`src/rtl/cpu_pkg.sv`:
```
// ============================================================================
// cpu_pkg : shared opcode/state types and constants for the CPU controller
// Rev 1.0 : initial release
// ============================================================================
`default_nettype none

package cpu_pkg;

  localparam int unsigned PHASE_COUNT = 8;

  typedef enum logic [2:0] {
    OP_HLT = 3'd0,
    OP_SKZ = 3'd1,
    OP_ADD = 3'd2,
    OP_AND = 3'd3,
    OP_XOR = 3'd4,
    OP_LDA = 3'd5,
    OP_STO = 3'd6,
    OP_JMP = 3'd7
  } opcode_e;

  // Running states carry their phase index in the low three bits.
  typedef enum logic [3:0] {
    S_INST_ADDR  = 4'd0,
    S_INST_FETCH = 4'd1,
    S_INST_LOAD  = 4'd2,
    S_IDLE       = 4'd3,
    S_OP_ADDR    = 4'd4,
    S_OP_FETCH   = 4'd5,
    S_ALU_OP     = 4'd6,
    S_STORE      = 4'd7,
    S_HALTED     = 4'd8
  } state_e;

  function automatic logic is_aluop(input opcode_e op);
    return (op == OP_ADD) || (op == OP_AND) || (op == OP_XOR) || (op == OP_LDA);
  endfunction

endpackage

`default_nettype wire

```
`src/rtl/cpu_ctrl.sv`:
```
// ============================================================================
// cpu_ctrl : eight-phase instruction sequencer with halt/resume for a tiny CPU
// Rev 1.0 : initial release
// ============================================================================
`default_nettype none

module cpu_ctrl
  import cpu_pkg::*;
(
  input  logic       clk,
  input  logic       rst,
  input  logic [2:0] opcode,
  input  logic       zero,
  input  logic       start,
  output logic       addr_sel,
  output logic       mem_rd,
  output logic       mem_wr,
  output logic       ld_ir,
  output logic       inc_pc,
  output logic       ld_pc,
  output logic       acc_load,
  output logic       acc_ctrl,
  output logic       data_e,
  output logic       halted,
  output logic [2:0] phase
);

  state_e  state_q;
  state_e  state_d;
  opcode_e op;
  logic    aluop;

  assign op    = opcode_e'(opcode);
  assign aluop = is_aluop(op);

  always_ff @(posedge clk or posedge rst) begin
    if (rst) state_q <= S_INST_ADDR;
    else     state_q <= state_d;
  end

  always_comb begin
    state_d  = state_q;
    addr_sel = 1'b0;
    mem_rd   = 1'b0;
    mem_wr   = 1'b0;
    ld_ir    = 1'b0;
    inc_pc   = 1'b0;
    ld_pc    = 1'b0;
    acc_load = 1'b0;
    acc_ctrl = 1'b0;
    data_e   = 1'b0;
    halted   = 1'b0;
    phase    = state_q[2:0];

    case (state_q)
      S_INST_ADDR: begin
        state_d  = S_INST_FETCH;
        addr_sel = 1'b1;
      end
      S_INST_FETCH: begin
        state_d  = S_INST_LOAD;
        addr_sel = 1'b1;
        mem_rd   = 1'b1;
      end
      S_INST_LOAD: begin
        state_d  = S_IDLE;
        addr_sel = 1'b1;
        mem_rd   = 1'b1;
        ld_ir    = 1'b1;
      end
      S_IDLE: begin
        state_d  = S_OP_ADDR;
        addr_sel = 1'b1;
        mem_rd   = 1'b1;
        ld_ir    = 1'b1;
      end
      S_OP_ADDR: begin
        state_d = (op == OP_HLT) ? S_HALTED : S_OP_FETCH;
        inc_pc  = 1'b1;
      end
      S_OP_FETCH: begin
        state_d = S_ALU_OP;
        mem_rd  = aluop;
      end
      S_ALU_OP: begin
        state_d = S_STORE;
        mem_rd  = aluop;
        inc_pc  = (op == OP_SKZ) && zero;
        ld_pc   = (op == OP_JMP);
        data_e  = (op == OP_STO);
      end
      S_STORE: begin
        state_d  = S_INST_ADDR;
        mem_rd   = aluop;
        acc_load = aluop;
        acc_ctrl = (op == OP_LDA);
        ld_pc    = (op == OP_JMP);
        mem_wr   = (op == OP_STO);
        data_e   = (op == OP_STO);
      end
      S_HALTED: begin
        state_d = start ? S_INST_ADDR : S_HALTED;
        halted  = 1'b1;
        phase   = 3'd0;
      end
      default: begin
        state_d = S_INST_ADDR;
      end
    endcase
  end

endmodule

`default_nettype wire

```
`config.mk`:
```
export PLATFORM = sky130hd
export DESIGN_NAME = cpu_ctrl
export DESIGN_NICKNAME = d
export VERILOG_FILES = /design/src/rtl/cpu_pkg.sv /design/src/rtl/cpu_ctrl.sv
export SDC_FILE = /design/constraint.sdc
export NUM_CORES = 1
export LEC_CHECK = 0
export BUFFER_PORTS_ARGS = -buffer_cell sky130_fd_sc_hd__buf_2
export CAP_MARGIN = 20
export CORE_AREA = 4 4 41 43
export DETAILED_ROUTE_END_ITERATION = 6
export DIE_AREA = 0 0 45 47
export GPL_ROUTABILITY_DRIVEN = 0
export SETUP_SLACK_MARGIN = 0.1
export SLEW_MARGIN = 20
export SYNTH_ARGS = -nofsm -noshare
export SYNTH_HDL_FRONTEND = slang
export SYNTH_SLANG_ARGS = --single-unit
```
`constraint.sdc`:
```
create_clock -name clk -period 1.3 [get_ports clk]
set_input_delay 0.065 -clock clk [delete_from_list [all_inputs] [get_ports clk]]
set_output_delay 0.065 -clock clk [all_outputs]
set_load 0.01 [all_outputs]
```
-- Yosys cells after proc, flatten, opt, wreduce, memory -nomap -nowiden
Cells that the tools add are included.
- equality and inequality tests: 15
- multiplexer cells: 14
- reduce and logical (&&, ||, !) cells: 11
- operators by type and width (operator ; number):
    4-bit one-hot mux with 8 select lines ; 1
    4-bit by 3-bit equality test with 1-bit output, second input constant ; 4
    3-bit equality test, second input constant ; 4
    4-bit by 2-bit equality test with 1-bit output, second input constant ; 2
    1-bit two-way mux ; 8
    4-bit two-way mux ; 2
    3-bit by 2-bit equality test with 1-bit output, second input constant ; 2
    3-bit OR reduction ; 2
    4-bit by 1-bit equality test with 1-bit output, second input constant ; 1
    4-bit equality test, second input constant ; 1
    4-bit logical NOT ; 1
    1-bit one-hot mux with 2 select lines ; 2
    2-bit OR reduction ; 2
    4-bit OR reduction ; 1
    3-bit by 1-bit equality test with 1-bit output, second input constant ; 1
    3-bit logical NOT ; 1
    1-bit logical OR ; 3
    3-bit two-way mux ; 1
    1-bit logical AND ; 1
- flip-flop bits (word level): 4
- bits of input ports: 7
- output and inout port bits: 13
- logic and storage cells: 41

-- Logic depth before layout (Yosys ltp)
- depth in word-level cells: 5
- gate-level depth with buffers: 3
- gate-level depth less buffers: 2

-- Worst setup path after synthesis
OpenSTA, ideal clock, no wires.
- kind: flip-flop to flip-flop
- start point: register state_q[1]
- end point: register state_q[2]
- arrival: 0.938 ns
- data required time: 1.163 ns
- slack: 0.225 ns
- cell stages (with the launch flop): 4
- buffers on the path: 1
- clock period less this slack: 1.075 ns
- path through: dfrtp_1 buf_6 o41ai_2 a2111oi_2
- word-level cells in the longest chain between the ends: 2
- elaborated cells between the ends (all ways): 9
- those cells by class: eq/ne (7); mux (1); reduce/logical (1)
- ends and longest elaborated chain (element ; line ; text):
    start: declaration ; cpu_ctrl.sv:28 ; state_e state_q;
    start signal: assignment ; cpu_ctrl.sv:38 ; else state_q <= state_d;
    4-bit equality test (tied with other cells) ; cpu_ctrl.sv:55 ; case (state_q)
    4-bit one-hot mux with 8 select lines (*) ; cpu_ctrl.sv:55 ;
    via state_d[2] ; cpu_ctrl.sv:29 ; state_e state_d;
Mark *: on every way through the listed nets, which the timed path passes. The rest lies on a longest branch.

-- Worst setup path in the final report
- start point: register state_q[1]
- end point: output port mem_rd
- word-level cells in the longest chain between the ends: 3
- elaborated cells between the ends (all ways): 9
- those cells by class: eq/ne (6); mux (1); reduce/logical (2)
- ends and longest elaborated chain (element ; line ; text):
    4-bit by 3-bit equality test with 1-bit output (tied with other cells) ; cpu_ctrl.sv:55 ;
    3-bit OR reduction (no line) ; n/a ;
    1-bit one-hot mux with 2 select lines (*) ; cpu_ctrl.sv:55 ;
    end: declaration ; cpu_ctrl.sv:16 ; output logic mem_rd,
Every way passes the cells marked *; elsewhere a longest branch is shown, timed or not.

==> results_dict.tcl <==
set metrics [dict create \
    min_from "start" \
    worst_slack_ns 0.0165 \
    p_total_mw 1.36 \
    required_ns 1.24 \
    syn_inst 45 \
    synth_nets 52 \
    run_status "completed" \
    synthArstFlopShare_pct 100 \
    r2r_start "state_q[0]" \
    design_area_um2 608 \
    synth_commonest_cells "nor2_1 (6), nor3_1 (5), buf_6 (4), dfrtp_1 (4), inv_1 (3)" \
    regMostFlops "state_q" \
    fin_crit_ns 1.28 \
    synthSimpleGateAreaFrac_pct 30.6 \
    synth_area_leaders "dfrtp_1 (25%), buf_6 (11%), nor3_1 (6.3%)" \
    area_growth_pct 51.9 \
    synth_cell_types 26 \
    cp_top_family "flip-flops" \
    routed_via_density 4.86 \
    reg.largest.list "state_q: 4 flops" \
    drtIter0Drc 10 \
    boundaryPins 20 \
    dpl_cell_area_um2 447 \
    skew_ns 0.00483 \
    grt_max_degree 8 \
    die_area_um2 2120 \
    synth_adder_area_share_pct 0 \
    ys_warn_count 0 \
    port_buffers 19 \
    antenna_found_initial 0 \
    reg2regPathDepth 3 \
    yosys.area.top_type "dfrtp_1" \
    post-route-util_pct 46.7 \
    grt_pass1_wl_um 1570 \
    grt.overflow.total 0 \
    seq_area_frac_synth_pct 25.0 \
    clkLatencyLatePin_ns 0.24 \
    yosysMostFrequentCell "nor2_1" \
    cts_root_buf "clkbuf_4" \
    crit_fanout 6 \
    tns_ns 0 \
    cp_cell_sequence "inv_1 > a221oi_2 > buf_2" \
    syn_area_um2 400 \
    firstDrtPassIters 4 \
    final_nets 78 \
    pre_cts_slack_ns 0.0933 \
    grt_util_all_layers_pct 10.6 \
    cp_slowest_cell "dfrtp_2" \
    rrSetupSlack_ns 0.10 \
    cts_buffer_depth 2 \
    largest_reg_flops 4 \
    synth-seq-cells 4 \
    max_slew.worst_pin.slew_ns 0.321 \
    wl_per_cell_um 13.4 \
    yosysTopAreaCellShare_pct 25.0 \
    drive_gt1_share_pct 59.4 \
    synth.mux.area_fraction_pct 0 \
    slew_headroom_pct 78.5 \
    reg2reg_to "state_q[3]" \
    coreArea_um2 1300 \
    startpoint_type "flip-flop" \
    syn-mean-instance-area_um2 8.90 \
    p_leak_nw 0.296 \
    final-hold-violation-count 0 \
    clk_pin_slew_ns 0.04 \
    core.rowCount 13 \
    ir_drop_uv 1150 \
    synth_top_family_by_area "simple AND/OR/NAND/NOR gates" \
    worst_ep_arrival_time_ns 1.22 \
    synth_edf_count 0 \
    cts_tree "built" \
    worst-path-buf-inv 2 \
    synth_ff_type "dfrtp_1" \
    htree_levels 1 \
    worstHoldPathType "in -> reg" \
    power.density_nw_per_um2 2230 \
    cts_made_buffers 3 \
    fmax_mhz 779 \
    antenna_cells 0 \
    min_to "state_q[3]" \
    ant_nets 0 \
    drv_slew 0 \
    rsz0062_at_grt "yes" \
    synth_compound_area_share_pct 16.6 \
    grt_pass1_vias 372 \
    period_share_pct 98.7 \
    wl_um 1130 \
    start_util_pct 30.8 \
    dr_total_vias 408 \
    max_stage_delay_ns 0.43 \
    worstSetupPathType "reg -> out" \
    synthXorXnorAreaFrac_pct 4.38 \
    drc 0 \
    maxCapViolCount 0 \
    critPathCaptureType "output port" \
    die_w_um 45 \
    hpwl_um 655 \
    cts.sinks 4 \
    hold_depth 3 \
    die_y_um 47 \
    setup_viol 0 \
]
## repair_timing
| action | in CTS | in global routing |
|---|---|---|
| hold endpoints to repair | 4 | 0 |
| hold buffers | 1 | 0 |
| gates resized for setup | 9 | 5 |
| setup endpoints to repair | 9 | 13 |
| pin swaps | 3 | 4 |
| setup buffers | 8 | 0 |
## cells in the final DEF, fill, tap and decap left out, types with 2 or more instances in the layout
| cell | n |
|---|---|
| xnor2_1 | 2 |
| nor4b_4 | 2 |
| dfrtp_2 | 4 |
| buf_4 | 6 |
| nor3_1 | 5 |
| buf_2 | 19 |
| buf_6 | 3 |
| nor2_1 | 5 |
| inv_1 | 3 |
| nand2_1 | 2 |
| clkbuf_4 | 3 |
## cells by family (layout without fill, tap and decap cells)
group / Yosys count / in the layout
AND/OR/NAND/NOR: 21 / 21
XOR/XNOR: 2 / 2
buffers and inverters: 12 / 36
AO/OA/AOI/OAI: 6 / 6
flip-flops: 4 / 4
## tightest hold or removal path, cell delays in order
cell and delay [ns]:
buf_2 0.08, nor4_1 0.05, a22o_1 0.17
## worst max-delay path by stage
| stage | startpoint | to | cells past startpoint |
|---|---|---|---|
| after global placement | state_q[1] | mem_rd | 3 |
| after global routing | state_q[3] | acc_ctrl | 3 |
| final | state_q[1] | mem_rd | 3 |
| after CTS | state_q[3] | acc_ctrl | 3 |
| after floorplan | state_q[1] | state_q[2] | 3 |
| after detailed placement | state_q[1] | mem_rd | 3 |
## power by group
part	internal [mW]	switching, mW
Combinational	0.474	0.428
Clock	0.103	0.0506
Sequential	0.188	0.112
## per-layer routing
metal	routed length (µm)	track usage (%)
met1	471	11.9
met2	605	16.1
met3	44	5.36
met4	4	6.43
met5	0	0
## per-stage QoR
stage	hold slack (ns)	std cells
after detailed placement	-0.0482	72
final	0.169	84
after global routing	0.174	84
after CTS	0.158	84
after global placement	-0.0483	72
after floorplan	-0.169	45
## final cells by class
| class | instances | area (µm²) |
|---|---|---|
| Tap cell | 15 | 18.8 |
| Inverter | 3 | 11.3 |
| Clock buffer | 3 | 22.5 |
| Multi-Input combinational cell | 29 | 263 |
| Timing Repair Buffer | 30 | 188 |
| Fill cell | 133 | 693 |
| Sequential cell | 4 | 105 |
Power figures use the tool's default switching activity.
